## config.mk

```make
export PLATFORM = sky130hd
export DESIGN_NAME = mastermind_guess_scorer
export DESIGN_NICKNAME = d
export VERILOG_FILES = /design/src/rtl/mastermind_guess_scorer_pkg.sv /design/src/rtl/mastermind_guess_scorer.sv
export SDC_FILE = /design/constraint.sdc
export NUM_CORES = 1
export LEC_CHECK = 0
export BUFFER_PORTS_ARGS = -buffer_cell sky130_fd_sc_hd__buf_2
export CORE_ASPECT_RATIO = 1.4
export CORE_UTILIZATION = 30
export CTS_CLUSTER_DIAMETER = 200
export CTS_CLUSTER_SIZE = 20
export DETAILED_ROUTE_END_ITERATION = 10
export GPL_ROUTABILITY_DRIVEN = 0
export PLACE_DENSITY = 0.52
export SYNTH_ARGS = -nofsm -noshare
export SYNTH_HDL_FRONTEND = slang
export SYNTH_SLANG_ARGS = --single-unit
```

## constraint.sdc

```tcl
create_clock -name Clk -period 4.55 [get_ports Clk]
set_input_delay 0.455 -clock Clk [delete_from_list [all_inputs] [get_ports Clk]]
set_output_delay 0.455 -clock Clk [all_outputs]
set_load 0.05 [all_outputs]
```

## src/rtl/mastermind_guess_scorer_pkg.sv

```systemverilog
// Shared definitions for the Mastermind guess scorer: FSM encoding, the empty colour
// code and default game geometry used by the core, top and renderer.
package mastermind_guess_scorer_pkg;

  localparam int DEF_NUM_PEGS   = 4;
  localparam int DEF_COLOR_W    = 3;
  localparam int DEF_NUM_COLORS = 7;

  // Colour code 0 means an unselected peg and never scores.
  localparam int COLOR_EMPTY = 0;

  typedef enum logic [1:0] {
    ST_IDLE  = 2'd0,
    ST_EXACT = 2'd1,
    ST_MATCH = 2'd2,
    ST_DONE  = 2'd3
  } state_t;

endpackage

```

## src/rtl/mastermind_guess_scorer.sv

```systemverilog
// Serial Mastermind scorer: one peg per cycle builds exact count and colour histograms,
// then one colour per cycle sums min(hist_g, hist_a) into the misplaced count.
module mastermind_guess_scorer
  import mastermind_guess_scorer_pkg::*;
#(
  parameter int NUM_PEGS   = DEF_NUM_PEGS,
  parameter int COLOR_W    = DEF_COLOR_W,
  parameter int NUM_COLORS = DEF_NUM_COLORS,
  parameter int CNT_W      = $clog2(NUM_PEGS + 1)
) (
  input  logic                        Clk,
  input  logic                        Reset,
  input  logic                        start,
  input  logic [NUM_PEGS*COLOR_W-1:0] guess,
  input  logic [NUM_PEGS*COLOR_W-1:0] answer,
  output logic                        busy,
  output logic                        done,
  output logic [CNT_W-1:0]            exact_cnt,
  output logic [CNT_W-1:0]            color_cnt,
  output logic                        all_correct,
  output logic                        invalid
);

  localparam int PEG_W = (NUM_PEGS > 1) ? $clog2(NUM_PEGS) : 1;

  state_t                      state;
  logic [NUM_PEGS*COLOR_W-1:0] guess_q;
  logic [NUM_PEGS*COLOR_W-1:0] answer_q;
  logic [PEG_W-1:0]            peg_idx;
  logic [COLOR_W-1:0]          col_idx;
  logic [CNT_W-1:0]            exact_acc;
  logic [CNT_W-1:0]            color_acc;
  logic                        invalid_acc;
  logic [CNT_W-1:0]            hist_g [NUM_COLORS];
  logic [CNT_W-1:0]            hist_a [NUM_COLORS];

  logic [COLOR_W-1:0] g_peg;
  logic [COLOR_W-1:0] a_peg;
  logic [CNT_W-1:0]   hg_sel;
  logic [CNT_W-1:0]   ha_sel;
  logic [CNT_W-1:0]   color_sum;
  logic               guess_has_empty;

  // NOTE: every always_comb output gets a default before any conditional assignment,
  // otherwise a path that skips the assignment infers a latch.
  always_comb begin
    g_peg = '0;
    a_peg = '0;
    for (int i = 0; i < NUM_PEGS; i++) begin
      if (peg_idx == PEG_W'(i)) begin
        g_peg = guess_q[i*COLOR_W +: COLOR_W];
        a_peg = answer_q[i*COLOR_W +: COLOR_W];
      end
    end
  end

  always_comb begin
    hg_sel = '0;
    ha_sel = '0;
    for (int c = 0; c < NUM_COLORS; c++) begin
      if (col_idx == COLOR_W'(c)) begin
        hg_sel = hist_g[c];
        ha_sel = hist_a[c];
      end
    end
    color_sum = color_acc + ((hg_sel < ha_sel) ? hg_sel : ha_sel);
  end

  always_comb begin
    guess_has_empty = 1'b0;
    for (int i = 0; i < NUM_PEGS; i++) begin
      if (guess[i*COLOR_W +: COLOR_W] == COLOR_W'(COLOR_EMPTY)) guess_has_empty = 1'b1;
    end
  end

  // NOTE: sequential state uses non-blocking assignments only, so every register
  // samples the pre-edge value of every other register regardless of statement order.
  always_ff @(posedge Clk or posedge Reset) begin
    if (Reset) begin
      state       <= ST_IDLE;
      busy        <= 1'b0;
      done        <= 1'b0;
      exact_cnt   <= '0;
      color_cnt   <= '0;
      all_correct <= 1'b0;
      invalid     <= 1'b0;
      guess_q     <= '0;
      answer_q    <= '0;
      peg_idx     <= '0;
      col_idx     <= '0;
      exact_acc   <= '0;
      color_acc   <= '0;
      invalid_acc <= 1'b0;
      // NOTE: the histograms are small flop arrays, not RAM, so resetting them is legal
      // and keeps a reset mid-operation from leaking counts into the next score.
      for (int c = 0; c < NUM_COLORS; c++) begin
        hist_g[c] <= '0;
        hist_a[c] <= '0;
      end
    end else begin
      done <= 1'b0;
      case (state)
        ST_IDLE, ST_DONE: begin
          state <= ST_IDLE;
          if (start) begin
            state       <= ST_EXACT;
            busy        <= 1'b1;
            guess_q     <= guess;
            answer_q    <= answer;
            peg_idx     <= '0;
            col_idx     <= COLOR_W'(1);
            exact_acc   <= '0;
            color_acc   <= '0;
            invalid_acc <= guess_has_empty;
            for (int c = 0; c < NUM_COLORS; c++) begin
              hist_g[c] <= '0;
              hist_a[c] <= '0;
            end
          end
        end

        ST_EXACT: begin
          if (g_peg == a_peg && g_peg != COLOR_W'(COLOR_EMPTY)) begin
            exact_acc <= exact_acc + CNT_W'(1);
          end else begin
            // Codes beyond NUM_COLORS-1 have no histogram bin and are dropped.
            for (int c = 0; c < NUM_COLORS; c++) begin
              if (g_peg == COLOR_W'(c)) hist_g[c] <= hist_g[c] + CNT_W'(1);
              if (a_peg == COLOR_W'(c)) hist_a[c] <= hist_a[c] + CNT_W'(1);
            end
          end
          if (peg_idx == PEG_W'(NUM_PEGS - 1)) state   <= ST_MATCH;
          else                                 peg_idx <= peg_idx + PEG_W'(1);
        end

        ST_MATCH: begin
          color_acc <= color_sum;
          if (col_idx == COLOR_W'(NUM_COLORS - 1)) begin
            // Results load on the edge entering DONE so they are valid with the pulse.
            state       <= ST_DONE;
            busy        <= 1'b0;
            done        <= 1'b1;
            exact_cnt   <= exact_acc;
            color_cnt   <= color_sum;
            all_correct <= (exact_acc == CNT_W'(NUM_PEGS));
            invalid     <= invalid_acc;
          end else begin
            col_idx <= col_idx + COLOR_W'(1);
          end
        end

        default: state <= ST_IDLE;
      endcase
    end
  end

endmodule
```

==> results.json <==
{
  "clkTransAtPathRegs_ps": 70,
  "grt_pass1_wl_mm": 25.8,
  "setup_ws_ps": 566,
  "nets": 689,
  "worstSetupStartpointType": "flop",
  "criticalPathCategory": "flop to flop",
  "syn_area_um2": 5820,
  "firstDrtPassIters": 5,
  "path_max_fanout": 24,
  "fin_util_pct": 34.6,
  "fp.dieArea_um2": 20000,
  "seqCellArea_um2": 2250,
  "postCtsResizedCells": 0,
  "grt-ovfl-total": 0,
  "finalHoldViolations": 0,
  "avgSynthCellArea_um2": 9.49,
  "wl_per_cell_um": 18.0,
  "cts_made_buffers": 9,
  "routed_via_density": 5.54,
  "synth.yosys.seq_area_share_pct": 38.7,
  "drive_above_1_share_pct": 17.4,
  "numPortBuffers": 36,
  "syn2layout_area_growth_pct": 11.8,
  "hold_class": "input port to asynchronous set/reset pin",
  "clk_path_buf_depth": 2,
  "hold_buffers": 0,
  "coreArea_um2": 18800,
  "synth_seq_cells": 90,
  "rows": 59,
  "peakVddDrop_mv": 0.379,
  "crit_top_cell": "nor2_1",
  "path_cells": "inv_1, ha_1, nand2_1, a311oi_1, a21oi_1, o21ai_0, o21ai_0, a21oi_1, ha_1, nor2_1, nor2_1, a21oi_1, nor2_1, ha_1, fa_1, xor2_1, nand4_1, o21ai_0, nor2_1",
  "insertion_delay_ps": 350,
  "fin_worst_skew_ps": 6.58,
  "max_cap_violations": 0,
  "drc": 0,
  "powerDensity_nw_per_um2": 822,
  "cts_tree": "yes",
  "pre_cts_slack_ps": 606,
  "synth_top_area_share_pct": 38.7,
  "fin_cells": 877,
  "finalCriticalPeriod_ps": 3980,
  "synthArstFlopShare_pct": 100,
  "finalSetupViolations": 0,
  "synth_edf_count": 0,
  "grt_use_total_pct": 16.5,
  "worst_ep_arrival_time_ps": 4220,
  "cts_root_buf": "clkbuf_16",
  "synth_ff_type": "dfrtp_1",
  "grt_max_degree": 52,
  "postCtsSetupBuffers": 0,
  "worst_path_largest_cell_delay_ps": 670,
  "slowest_stage": "ha_1",
  "fin_crit_sh_pct": 87.6,
  "first_iter_violations": 312,
  "die_w_um": 120,
  "io_pins": 37,
  "critPathCaptureType": "flop",
  "antenna_found_initial": 0,
  "cp.required_ps": 4790,
  "ff2ff_setup_slack_ps": 570,
  "num_vias": 4855,
  "htreeDepth": 3,
  "initial_utilization_pct": 30.9,
  "cts.sinks": 90,
  "outcome": "finished, final reports clean",
  "relSlewSlack_pct": 41.2,
  "fin_setup_tns_ps": 0,
  "worst_pin_slew_ps": 881,
  "ant_nets": 0,
  "die_h_um": 167,
  "rsz0062_at_grt": "no",
  "fmax_mhz": 251,
  "fillCellCount": 1916,
  "grt_pass1_vias": 4824,
  "yosys.cell_types.count": 71,
  "synthCells": 613,
  "dp_cells": 863,
  "dp_hpwl_mm": 11.5,
  "yosysMostFrequentCell": "dfrtp_1",
  "slew_viol_final": 0,
  "multi_input_area_um2": 3330,
  "synth.area.top_cells": "dfrtp_1, ha_1, mux2_2",
  "yosysWarnings": 0,
  "finalWirelength_mm": 15.8,
  "antenna_cells": 0,
  "syn_nets": 672,
  "synth_commonest_cells": "dfrtp_1, nand2_1, o21ai_0, mux2_2",
  "total_power_mw": 5.35,
  "yosysTopAreaCell": "dfrtp_1",
  "power_leakage_nw": 2.86
}
-- registers in the layout, indices dropped and copies added (netlist names) --
name	flops
peg_idx	2
col_idx	3
state	2
busy	1
color_cnt	3
done	1
hist_g	21
color_acc	3
guess_q	12
invalid	1
all_correct	1
exact_acc	3
answer_q	12
exact_cnt	3
hist_a	21
invalid_acc	1
-- kinds of logic (layout without fill, tap and decap cells) --
kind of cell / count (synthesis) / in the layout / share of synthesized area [%]
simple gates: 212 / 212 / 19.1
buf+inv: 55 / 75 / 4.13
flops: 90 / 90 / 38.7
compound gates: 169 / 169 / 20.6
fa+ha+maj: 32 / 32 / 7.01
xor+xnor: 8 / 8 / 1.66
mux: 47 / 47 / 8.82
-- critical path: cells and delay by family (launching register included) --
kind | cells | cell delay [ps]
DFF | 1 | 400
adders and majority gates | 4 | 1530
xor gates and xnor gates | 1 | 260
AOI/OAI and AO/OA | 7 | 1030
buffers and inverters | 1 | 120
and+or+nand+nor | 6 | 530
-- metrics by stage --
stage               hold slack, ps  instance area, µm²
floorplan                      446                5820
global placement               459                6200
detailed placement             475                6200
CTS                            221                6500
global route                   252                6500
finish                         197                6500
-- path summary, 6_finish.rpt --
| check | from | to | cells after the start |
|---|---|---|---|
| worst max-delay path | col_idx[1]$_DFFE_PP0P_ | color_acc[2]$_DFFE_PP0P_ | 19 |
| worst min-delay path | Reset | invalid_acc$_DFFE_PP0P_ | 2 |
| worst max register to register | col_idx[1]$_DFFE_PP0P_ | color_acc[2]$_DFFE_PP0P_ | 19 |
| min in group Clk | answer[1] | answer_q[1]$_DFFE_PP0P_ | 2 |
| max in group asynchronous | Reset | hist_a[11]$_DFFE_PP0P_ | 3 |
| worst min register to register | all_correct$_DFFE_PP0P_ | all_correct$_DFFE_PP0P_ | 2 |
-- final cells by class --
class,instances,share of cell area [%]
multi-input cells,468,51.2
flip-flops and latches,90,34.6
well taps,244,4.69
repair buffers,45,3.81
clock buffers,11,3.73
clock inverters,3,1.00
inverters,16,0.942
-- routing by layer --
| metal | vias to the layer above | routed length, µm | global-route usage (%) |
|---|---|---|---|
| met5 | - | 0 | 0 |
| met4 | 0 | 473 | 7.23 |
| met3 | 29 | 513 | 2.33 |
| met2 | 116 | 8100 | 28.2 |
| met1 | 2396 | 6700 | 20.5 |
| li1 | 2314 | - | - |
-- report_power, final --
| part | total (mW) | switching (mW) | internal, mW |
|---|---|---|---|
| logic | 3.28 | 2.14 | 1.14 |
| registers | 1.27 | 0.207 | 1.06 |
| clock network | 0.799 | 0.309 | 0.490 |
| total | 5.35 | 2.66 | 2.69 |
-- cell usage in the layout (no fill, tap or decap), types with 5 or more instances in the layout --
cell type,synthesis,routed
a32o_1,5,5
ha_1,31,31
nand4b_1,5,5
a22o_1,9,9
a21oi_1,27,27
nor2_1,31,31
a221oi_1,5,5
dfrtp_1,90,90
inv_1,15,14
nand4_1,13,13
o211ai_1,10,10
nor3b_1,6,6
nor3_1,14,14
and3_1,7,7
nand2b_1,5,5
a211o_1,5,5
buf_2,3,36
buf_4,4,9
mux2_2,34,34
o21ai_0,42,41
clkbuf_16,0,9
a31oi_1,13,13
mux2i_1,13,13
nand3_1,18,18
nor2b_1,15,15
nand2_1,71,71
a211oi_1,5,5
nand3b_1,5,5
Note: power is estimated with default switching activity, not from simulation.
